--- config.mk ---
export PLATFORM = sky130hd
export DESIGN_NAME = divider
export DESIGN_NICKNAME = d
export VERILOG_FILES = /design/src/rtl/divider.sv
export SDC_FILE = /design/constraint.sdc
export NUM_CORES = 1
export LEC_CHECK = 0
export BUFFER_PORTS_ARGS = -buffer_cell sky130_fd_sc_hd__buf_2
export CORE_MARGIN = 4
export CORE_UTILIZATION = 40
export DETAILED_ROUTE_END_ITERATION = 12
export GPL_ROUTABILITY_DRIVEN = 0
export GPL_TIMING_DRIVEN = 0
export HOLD_SLACK_MARGIN = 0.08
export SETUP_SLACK_MARGIN = 0.1
export SKIP_CTS_REPAIR_TIMING = 1
export SYNTH_ARGS = -nofsm -noshare
export SYNTH_HDL_FRONTEND = slang
export SYNTH_SLANG_ARGS = --single-unit
--- constraint.sdc ---
create_clock -name clock -period 4.45 [get_ports clock]
set_input_delay 0.89 -clock clock [delete_from_list [all_inputs] [get_ports clock]]
set_output_delay 0.89 -clock clock [all_outputs]
set_load 0.01 [all_outputs]
--- src/rtl/divider.sv ---
// Multi-cycle DIV/IDIV unit: restoring division on magnitudes, one quotient bit per clock.
// Divides DX:AX (16-bit) or AX (8-bit) by the operand and reports #DE on overflow or /0.
module divider #(
  parameter bit ALLOW_MIN_NEG = 1'b1
) (
  input  logic        clock,
  input  logic        reset,
  input  logic        start,
  input  logic        signed_op,
  input  logic        bit16,
  input  logic [31:0] dividend,
  input  logic [15:0] divisor,
  output logic        busy,
  output logic        done,
  output logic [15:0] quotient,
  output logic [15:0] remainder,
  output logic        de
);

  typedef enum logic [1:0] {IDLE, PREP, LOOP, FIX} state_t;

  state_t      r_state;
  logic [31:0] r_dvd;
  logic [15:0] r_dvs;
  logic        r_signed;
  logic        r_is16;
  logic [15:0] r_rem;
  logic [15:0] r_low;
  logic [15:0] r_mag;
  logic [15:0] r_quo;
  logic [4:0]  r_count;
  logic        r_negQ;
  logic        r_negR;
  logic        r_early;

  logic        w_dvdNeg;
  logic        w_dvsNeg;
  logic [31:0] w_dvdRaw;
  logic [15:0] w_dvsRaw;
  logic [31:0] w_dvdMag;
  logic [15:0] w_dvsMag;
  logic [15:0] w_hiMag;
  logic [15:0] w_loMag;
  logic        w_early;
  logic [16:0] w_trial;
  logic        w_fits;
  logic [15:0] w_newRem;
  logic [15:0] w_limit;
  logic [15:0] w_mask;
  logic        w_qOvf;
  logic [15:0] w_qSigned;
  logic [15:0] w_rSigned;

  // Operand magnitudes and signs; signs only matter for IDIV.
  assign w_dvdNeg = r_signed & (r_is16 ? r_dvd[31] : r_dvd[15]);
  assign w_dvsNeg = r_signed & (r_is16 ? r_dvs[15] : r_dvs[7]);
  assign w_dvdRaw = r_is16 ? r_dvd : {16'h0000, r_dvd[15:0]};
  assign w_dvsRaw = r_is16 ? r_dvs : {8'h00, r_dvs[7:0]};
  assign w_dvdMag = !w_dvdNeg ? w_dvdRaw :
                    (r_is16 ? (~r_dvd + 32'd1) : {16'h0000, ~r_dvd[15:0] + 16'd1});
  assign w_dvsMag = !w_dvsNeg ? w_dvsRaw :
                    (r_is16 ? (~r_dvs + 16'd1) : {8'h00, ~r_dvs[7:0] + 8'd1});

  // The high half seeds the partial remainder; the low half is shifted in MSB-first.
  // Left-justifying the 8-bit low half lets the loop always take bit 15.
  assign w_hiMag = r_is16 ? w_dvdMag[31:16] : {8'h00, w_dvdMag[15:8]};
  assign w_loMag = r_is16 ? w_dvdMag[15:0]  : {w_dvdMag[7:0], 8'h00};
  assign w_early = (w_dvsMag == 16'h0000) || (w_hiMag >= w_dvsMag);

  // One restoring step: the extra top bit of the trial keeps the shifted-out carry.
  assign w_trial  = {r_rem, r_low[15]};
  assign w_fits   = (w_trial >= {1'b0, r_mag});
  assign w_newRem = w_fits ? (w_trial[15:0] - r_mag) : w_trial[15:0];

  // Signed range check and sign restoration for the final result.
  assign w_limit   = r_is16 ? 16'h8000 : 16'h0080;
  assign w_mask    = r_is16 ? 16'hFFFF : 16'h00FF;
  assign w_qOvf    = r_signed && (r_negQ ?
                       ((r_quo > w_limit) || ((r_quo == w_limit) && !ALLOW_MIN_NEG)) :
                       (r_quo >= w_limit));
  assign w_qSigned = (r_negQ ? (~r_quo + 16'd1) : r_quo) & w_mask;
  assign w_rSigned = (r_negR ? (~r_rem + 16'd1) : r_rem) & w_mask;

  // Sequencer and datapath: accept, prepare magnitudes, iterate, then fix signs.
  always_ff @(posedge clock) begin
    if (reset) begin
      r_state   <= IDLE;
      r_dvd     <= '0;
      r_dvs     <= '0;
      r_signed  <= 1'b0;
      r_is16    <= 1'b0;
      r_rem     <= '0;
      r_low     <= '0;
      r_mag     <= '0;
      r_quo     <= '0;
      r_count   <= '0;
      r_negQ    <= 1'b0;
      r_negR    <= 1'b0;
      r_early   <= 1'b0;
      busy      <= 1'b0;
      done      <= 1'b0;
      de        <= 1'b0;
      quotient  <= '0;
      remainder <= '0;
    end else begin
      done <= 1'b0;
      case (r_state)
        IDLE: begin
          if (start && !done) begin
            r_dvd    <= dividend;
            r_dvs    <= divisor;
            r_signed <= signed_op;
            r_is16   <= bit16;
            busy     <= 1'b1;
            de       <= 1'b0;
            r_state  <= PREP;
          end
        end
        PREP: begin
          r_rem   <= w_hiMag;
          r_low   <= w_loMag;
          r_mag   <= w_dvsMag;
          r_quo   <= '0;
          r_negQ  <= w_dvdNeg ^ w_dvsNeg;
          r_negR  <= w_dvdNeg;
          r_early <= w_early;
          r_count <= r_is16 ? 5'd16 : 5'd8;
          r_state <= LOOP;
        end
        LOOP: begin
          if (r_early) begin
            de      <= 1'b1;
            done    <= 1'b1;
            busy    <= 1'b0;
            r_state <= IDLE;
          end else begin
            r_rem   <= w_newRem;
            r_low   <= {r_low[14:0], 1'b0};
            r_quo   <= {r_quo[14:0], w_fits};
            r_count <= r_count - 5'd1;
            if (r_count == 5'd1) begin
              r_state <= FIX;
            end
          end
        end
        FIX: begin
          if (w_qOvf) begin
            de <= 1'b1;
          end else begin
            quotient  <= w_qSigned;
            remainder <= w_rSigned;
          end
          done    <= 1'b1;
          busy    <= 1'b0;
          r_state <= IDLE;
        end
        default: r_state <= IDLE;
      endcase
    end
  end

endmodule

==> results of run 1 <==
-- cell families after synthesis --
logic type / synth area share (%)
xor gates and xnor gates: 6.72
buffers and inverters: 4.83
muxes: 2.95
AOI/OAI and AO/OA: 22.1
DFF: 33.5
adders and majority gates: 5.47
and+or+nand+nor: 24.5
-- worst max-delay path: stages (launching register included) --
cell	delay, ps
dfxtp_1	310
clkbuf_1	410
mux2_2	330
and2_1	160
clkbuf_1	400
clkbuf_2	370
o31ai_1	140
xnor2_1	480
and2_1	220
ha_1	250
a21o_1	170
a21oi_1	180
nand2_1	60
o21ai_0	200
o211ai_1	120
-- state kept, by name, summed over array words and instances (netlist names), 16 cells and up --
| register | flops |
|---|---|
| quotient | 16 |
| r_dvd | 32 |
| r_dvs | 16 |
| r_low | 16 |
| r_mag | 16 |
| r_quo | 16 |
| r_rem | 16 |
| remainder | 16 |
-- final cells by class --
type / instances / share of cell area, %
clock buffers: 17 / 3.88
plain buffers: 86 / 3.00
multi-input cells: 996 / 53.5
clock inverters: 13 / 1.87
repair buffers: 86 / 3.92
flip-flops and latches: 159 / 29.0
inverters: 35 / 1.20
well taps: 319 / 3.64
-- Yosys cell counts (5+ instances only) --
cell type | number | share of area [%]
a211oi_1 | 24 | 1.9
nor2_1 | 105 | 4.1
clkbuf_1 | 72 | 2.8
and2_1 | 6 | 0.39
o211ai_1 | 8 | 0.63
and3_1 | 8 | 0.53
mux2_2 | 8 | 0.95
buf_1 | 10 | 0.39
or4_1 | 7 | 0.55
o22ai_1 | 5 | 0.33
a21oi_1 | 149 | 7.8
o41ai_1 | 6 | 0.55
a31oi_1 | 14 | 0.92
a21o_1 | 9 | 0.71
ha_1 | 40 | 5.3
o21ai_0 | 46 | 2.4
nand2b_1 | 12 | 0.79
nand3_1 | 57 | 3.0
xnor2_1 | 56 | 5.2
a221oi_1 | 7 | 0.64
o21a_1 | 7 | 0.55
nor2b_1 | 8 | 0.53
a22oi_1 | 6 | 0.47
inv_1 | 34 | 1.3
a41oi_1 | 6 | 0.55
nor3_1 | 29 | 1.5
xor2_1 | 17 | 1.6
o31ai_1 | 15 | 1.2
dfxtp_1 | 159 | 33
mux2i_1 | 19 | 2.0
a311oi_1 | 6 | 0.55
or3_1 | 14 | 0.92
nand4_1 | 7 | 0.46
nor4_1 | 13 | 0.85
nand2_1 | 235 | 9.3
-- path summary, 6_finish.rpt --
kind	from	to	slack (ps)
min	remainder[9]	remainder[9]	450
max	r_is16	r_early	520
max reg2reg	r_is16	r_early	520
min reg2reg	remainder[9]	remainder[9]	450
-- stage by stage --
step                      instances  worst slack, ps  util (%)
after floorplan                1276             1420         -
after global placement         1681              381      44.2
after detailed placement       1681              399      44.2
after CTS                      1711              366      46.9
after global routing           1711              253      46.9
final                          1711              517      46.9
-- per-layer routing --
layer  share of wire [%]  vias to the layer above  GRT usage [%]  wire [um]
li1                    -                     4725              -          -
met1                  45                     4405           31.4      14200
met2                  45                      330           36.9      14000
met3                 6.4                       68           4.42       2010
met4                 3.3                        0           8.73       1030
met5                   0                        -              0          0
-- cells in the final DEF (no fill, tap or decap), types with 19 or more instances in the layout --
master and count:
ha_1 40, nor2_1 105, nand3_1 57, a211oi_1 24, nor3_1 29, buf_2 90
clkbuf_1 72, a21oi_1 149, o21ai_0 46, nand2_1 235, mux2i_1 19, inv_1 34
dfxtp_1 159, xnor2_1 56
-- power breakdown --
part	total [uW]	switching, uW	internal, uW
registers	1740	177	1560
clock network	1610	657	949
logic	2140	1330	806
==> flow_summary.ini, run 1 <==
[timing]
maxSlewViolCount = 0
skew_ps = 12.6
min_period_ps = 3930
holdWs_ps = 452
relSlewSlack_pct = 37.7
finalHoldViolations = 0
tns_ps = 0
tightest_slew_ps = 926
rsz0062_at_grt = no
clock.fmax_mhz = 254
setup_viol = 0
period_share_pct = 88.4

[finish]
fillers = 2464
area_delta_synth_final_pct = 15.4
fin_area_um2 = 11000
finalNetCount = 1475
multi_input_area_um2 = 5870
antenna_cells = 0
seq_area_um2 = 3180
layout-drive-gt1-share_pct = 10.1

[floorplanning]
ios = 88
rows = 56
initial_core_util_pct = 40.7
fp.dieW_um = 162
die-area_um2 = 26300
die-height_um = 162
coreArea_um2 = 23400

[global_routing]
grt_max_degree = 17
grt_pass1_wl_um = 48400
first_global_vias = 8756
grt.total_usage_pct = 23.2
grt_overflow = 0
antenna_found_initial = 0

[logic_synthesis]
yosysWarnings = 0
syn_area_per_cell_um2 = 7.46
syn-cell-area_um2 = 9520
ys_ff_latch = 159
synth_nets = 1370
dominantRegCellSynth = dfxtp_1
synthCells = 1276
async_flop_share_pct = 0
ys_types = 67
ys_seq_area_share_pct = 33.5
synth_edf_count = 0

[critical_path]
startpoint_type = flop
end_kind = flop
cp_data_required_time_ps = 4760
cp.arrival_ps = 4240
cp_max_fo = 10
rr_worst_depth = 14
worstSetupPathType = flop to flop

[drt]
vias = 9528
routed_wl_um = 31200
wl_per_cell_um = 18.3
drc = 0
drtAntennaViolNets = 0
avgViaCountPerCell = 5.57
drt_iter0_markers = 949
first_pass_iters = 5

[flow_run]
drv_cap = 0

[clocking]
clock_sinks = 159
clk_path_buf_depth = 2
clk_latency_ps = 440
cts_buffers = 17
cts_tree = built
clockRootBuffer = clkbuf_16
clkTransAtPathRegs_ps = 70
ctsHtreeMaxLevel = 4

[power]
cellLeakagePower_uw = 0.00418
worst_ir_drop_vdd_v = 0.000235
powerDensity_nw_per_um2 = 499
p_total_uw = 5480

[place]
portBuffers = 86
dp_hpwl_um = 23900
placed_cell_area_um2 = 10300

[min_path]
hold-path-cell-count = 2
hp-class = flop to flop

[run_status]
status = finished, final reports clean
Power figures use the tool's default switching activity.
==> run 2, diff against run 1 <==
--- a/config.mk
+++ b/config.mk
@@ -6,8 +6,8 @@
 export NUM_CORES = 1
 export LEC_CHECK = 0
 export BUFFER_PORTS_ARGS = -buffer_cell sky130_fd_sc_hd__buf_2
-export CORE_MARGIN = 4
-export CORE_UTILIZATION = 40
+export CORE_MARGIN = 2
+export CORE_UTILIZATION = 25
 export DETAILED_ROUTE_END_ITERATION = 12
 export GPL_ROUTABILITY_DRIVEN = 0
 export GPL_TIMING_DRIVEN = 0
==> run 2 against run 1 <==
Against the previous run:
- flip-flop and latch count did not move
- largest cell class unchanged
- wire length rose by 5.2%
- register-to-register slack got worse by 210 ps
- worst setup slack got worse by 210 ps
- clock skew fell by 0.52 ps
- critical endpoint unchanged
- clock-buffer cell count rose by 4
- via count rose by 2.9%
- cell area rose by 2.0%
- non-clock buffer count did not move
- highest routed layer unchanged
==> flow_summary.ini, run 2 (same netlist as run 1, synthesis figures left out) <==
[run_status]
status = finished, final reports clean

[floorplanning]
die-height_um = 199
initial_core_util_pct = 25.3
ios = 88
fp.dieW_um = 199
die-area_um2 = 39600
coreArea_um2 = 37600
rows = 71

[global_routing]
grt_pass1_wl_um = 51100
grt.total_usage_pct = 16.7
grt_max_degree = 17
antenna_found_initial = 0
grt_overflow = 0
first_global_vias = 9122

[timing]
relSlewSlack_pct = 35.4
maxSlewViolCount = 0
tightest_slew_ps = 961
finalHoldViolations = 0
skew_ps = 12.0
period_share_pct = 93.1
setup_viol = 0
clock.fmax_mhz = 241
min_period_ps = 4140
rsz0062_at_grt = no
tns_ps = 0

[finish]
layout-drive-gt1-share_pct = 9.98
most-common-layout-cells = nand2_1 (235), dfxtp_1 (159), a21oi_1 (149)
finalNetCount = 1475
post-route-util_pct = 29.8
largest_register = r_dvd
final_common_cell = nand2_1
instances_no_fill = 1905
area_delta_synth_final_pct = 17.6
largest_reg_flops = 32

[clocking]
clk_latency_ps = 440
clock_sinks = 159
cts_tree = built
clkTransAtPathRegs_ps = 70
cts_buffers = 17
clk_path_buf_depth = 2
clockRootBuffer = clkbuf_16
ctsHtreeMaxLevel = 4

[critical_path]
end_kind = flop
worstSetupPathType = flop to flop
regToRegSetupSlack_ps = 310
cp_data_required_time_ps = 4760
cp_max_fo = 10
r2r_start = r_is16
startpoint_type = flop
rr_worst_depth = 14
r2r-end = r_early
cp.arrival_ps = 4450

[drt]
drc = 0
routed_wl_um = 32900
drt_iter0_markers = 788
wl_per_cell_um = 17.3
avgViaCountPerCell = 5.14
vias = 9800
drtAntennaViolNets = 0
first_pass_iters = 5

[power]
powerDensity_nw_per_um2 = 484
power_switching_uw = 2120
combPwrFrac_pct = 39.4
worst_ir_drop_vdd_v = 0.000339
switching_share_pct = 39.2
p_total_uw = 5410
p_seq_share_pct = 32.2
clock_power_share_pct = 28.4
cellLeakagePower_uw = 0.00416
intPower_uw = 3290

[place]
place_inst = 1873
dp_hpwl_um = 25600
portBuffers = 86

[min_path]
hp-class = flop to flop
min_from = quotient[9]
hold-path-cell-count = 2
min_to = quotient[9]

[flow_run]
drv_cap = 0
==> run 2: cell types whose count changed in the layout (fill, tap and decap cells not counted), sizes merged <==
cell	before	now
bufinv	4	3
clkbuf	90	93
buf	99	100
clkinvlp	1	3
diode	0	1
inv	38	34
==> run 2: power by group through the flow <==
stage / registers [uW] / logic, uW / clock network [uW]
finish: 1740 / 2130 / 1540
global route: 1760 / 2340 / 1620
CTS: 1740 / 2100 / 1560
detailed placement: 1770 / 2090 / 0
global placement: 1760 / 2060 / 0
floorplan: 1700 / 1560 / 0
==> run 2: area by class of cell <==
cell class,count,area (um2)
multi-input cells,996,5870
plain buffers,86,328
flip-flops and latches,159,3180
well taps,511,639
diodes,1,2.50
clock buffers,21,470
repair buffers,86,430
clock inverters,10,136
fillers,4100,26400
inverters,35,131
==> run 2: per-layer routing <==
metal | vias to the layer above | part of all wire [%] | global-route usage (%)
li1 | 4715 | - | -
met1 | 4575 | 45 | 22.8
met2 | 447 | 44 | 26.1
met3 | 63 | 8.2 | 3.46
met4 | 0 | 2.7 | 5.47
met5 | - | 0 | 0
==> run 2: stage by stage <==
step	hold slack, ps	cell area (um2)	worst slack [ps]
finish	447	11200	307
global route	473	11200	203
CTS	451	11200	463
detailed placement	443	10600	487
global placement	441	10600	491
floorplan	432	9520	1420
==> run 2: worst max path at each step <==
stage	start	to	cells past startpoint
floorplan	r_dvd[2]	r_early	14
global placement	r_is16	r_early	14
detailed placement	r_is16	r_early	14
CTS	r_is16	r_early	14
global route	r_is16	r_early	14
finish	r_is16	r_early	14
==> run 2: worst max-delay path, cell delays in order (launching register included) <==
cell	delay, ps
dfxtp_1	310
clkbuf_1	390
mux2_2	320
and2_1	160
clkbuf_1	390
buf_1	550
o31ai_1	190
xnor2_1	520
and2_1	230
ha_1	250
a21o_1	160
a21oi_1	180
nand2_1	70
o21ai_0	190
o211ai_1	110
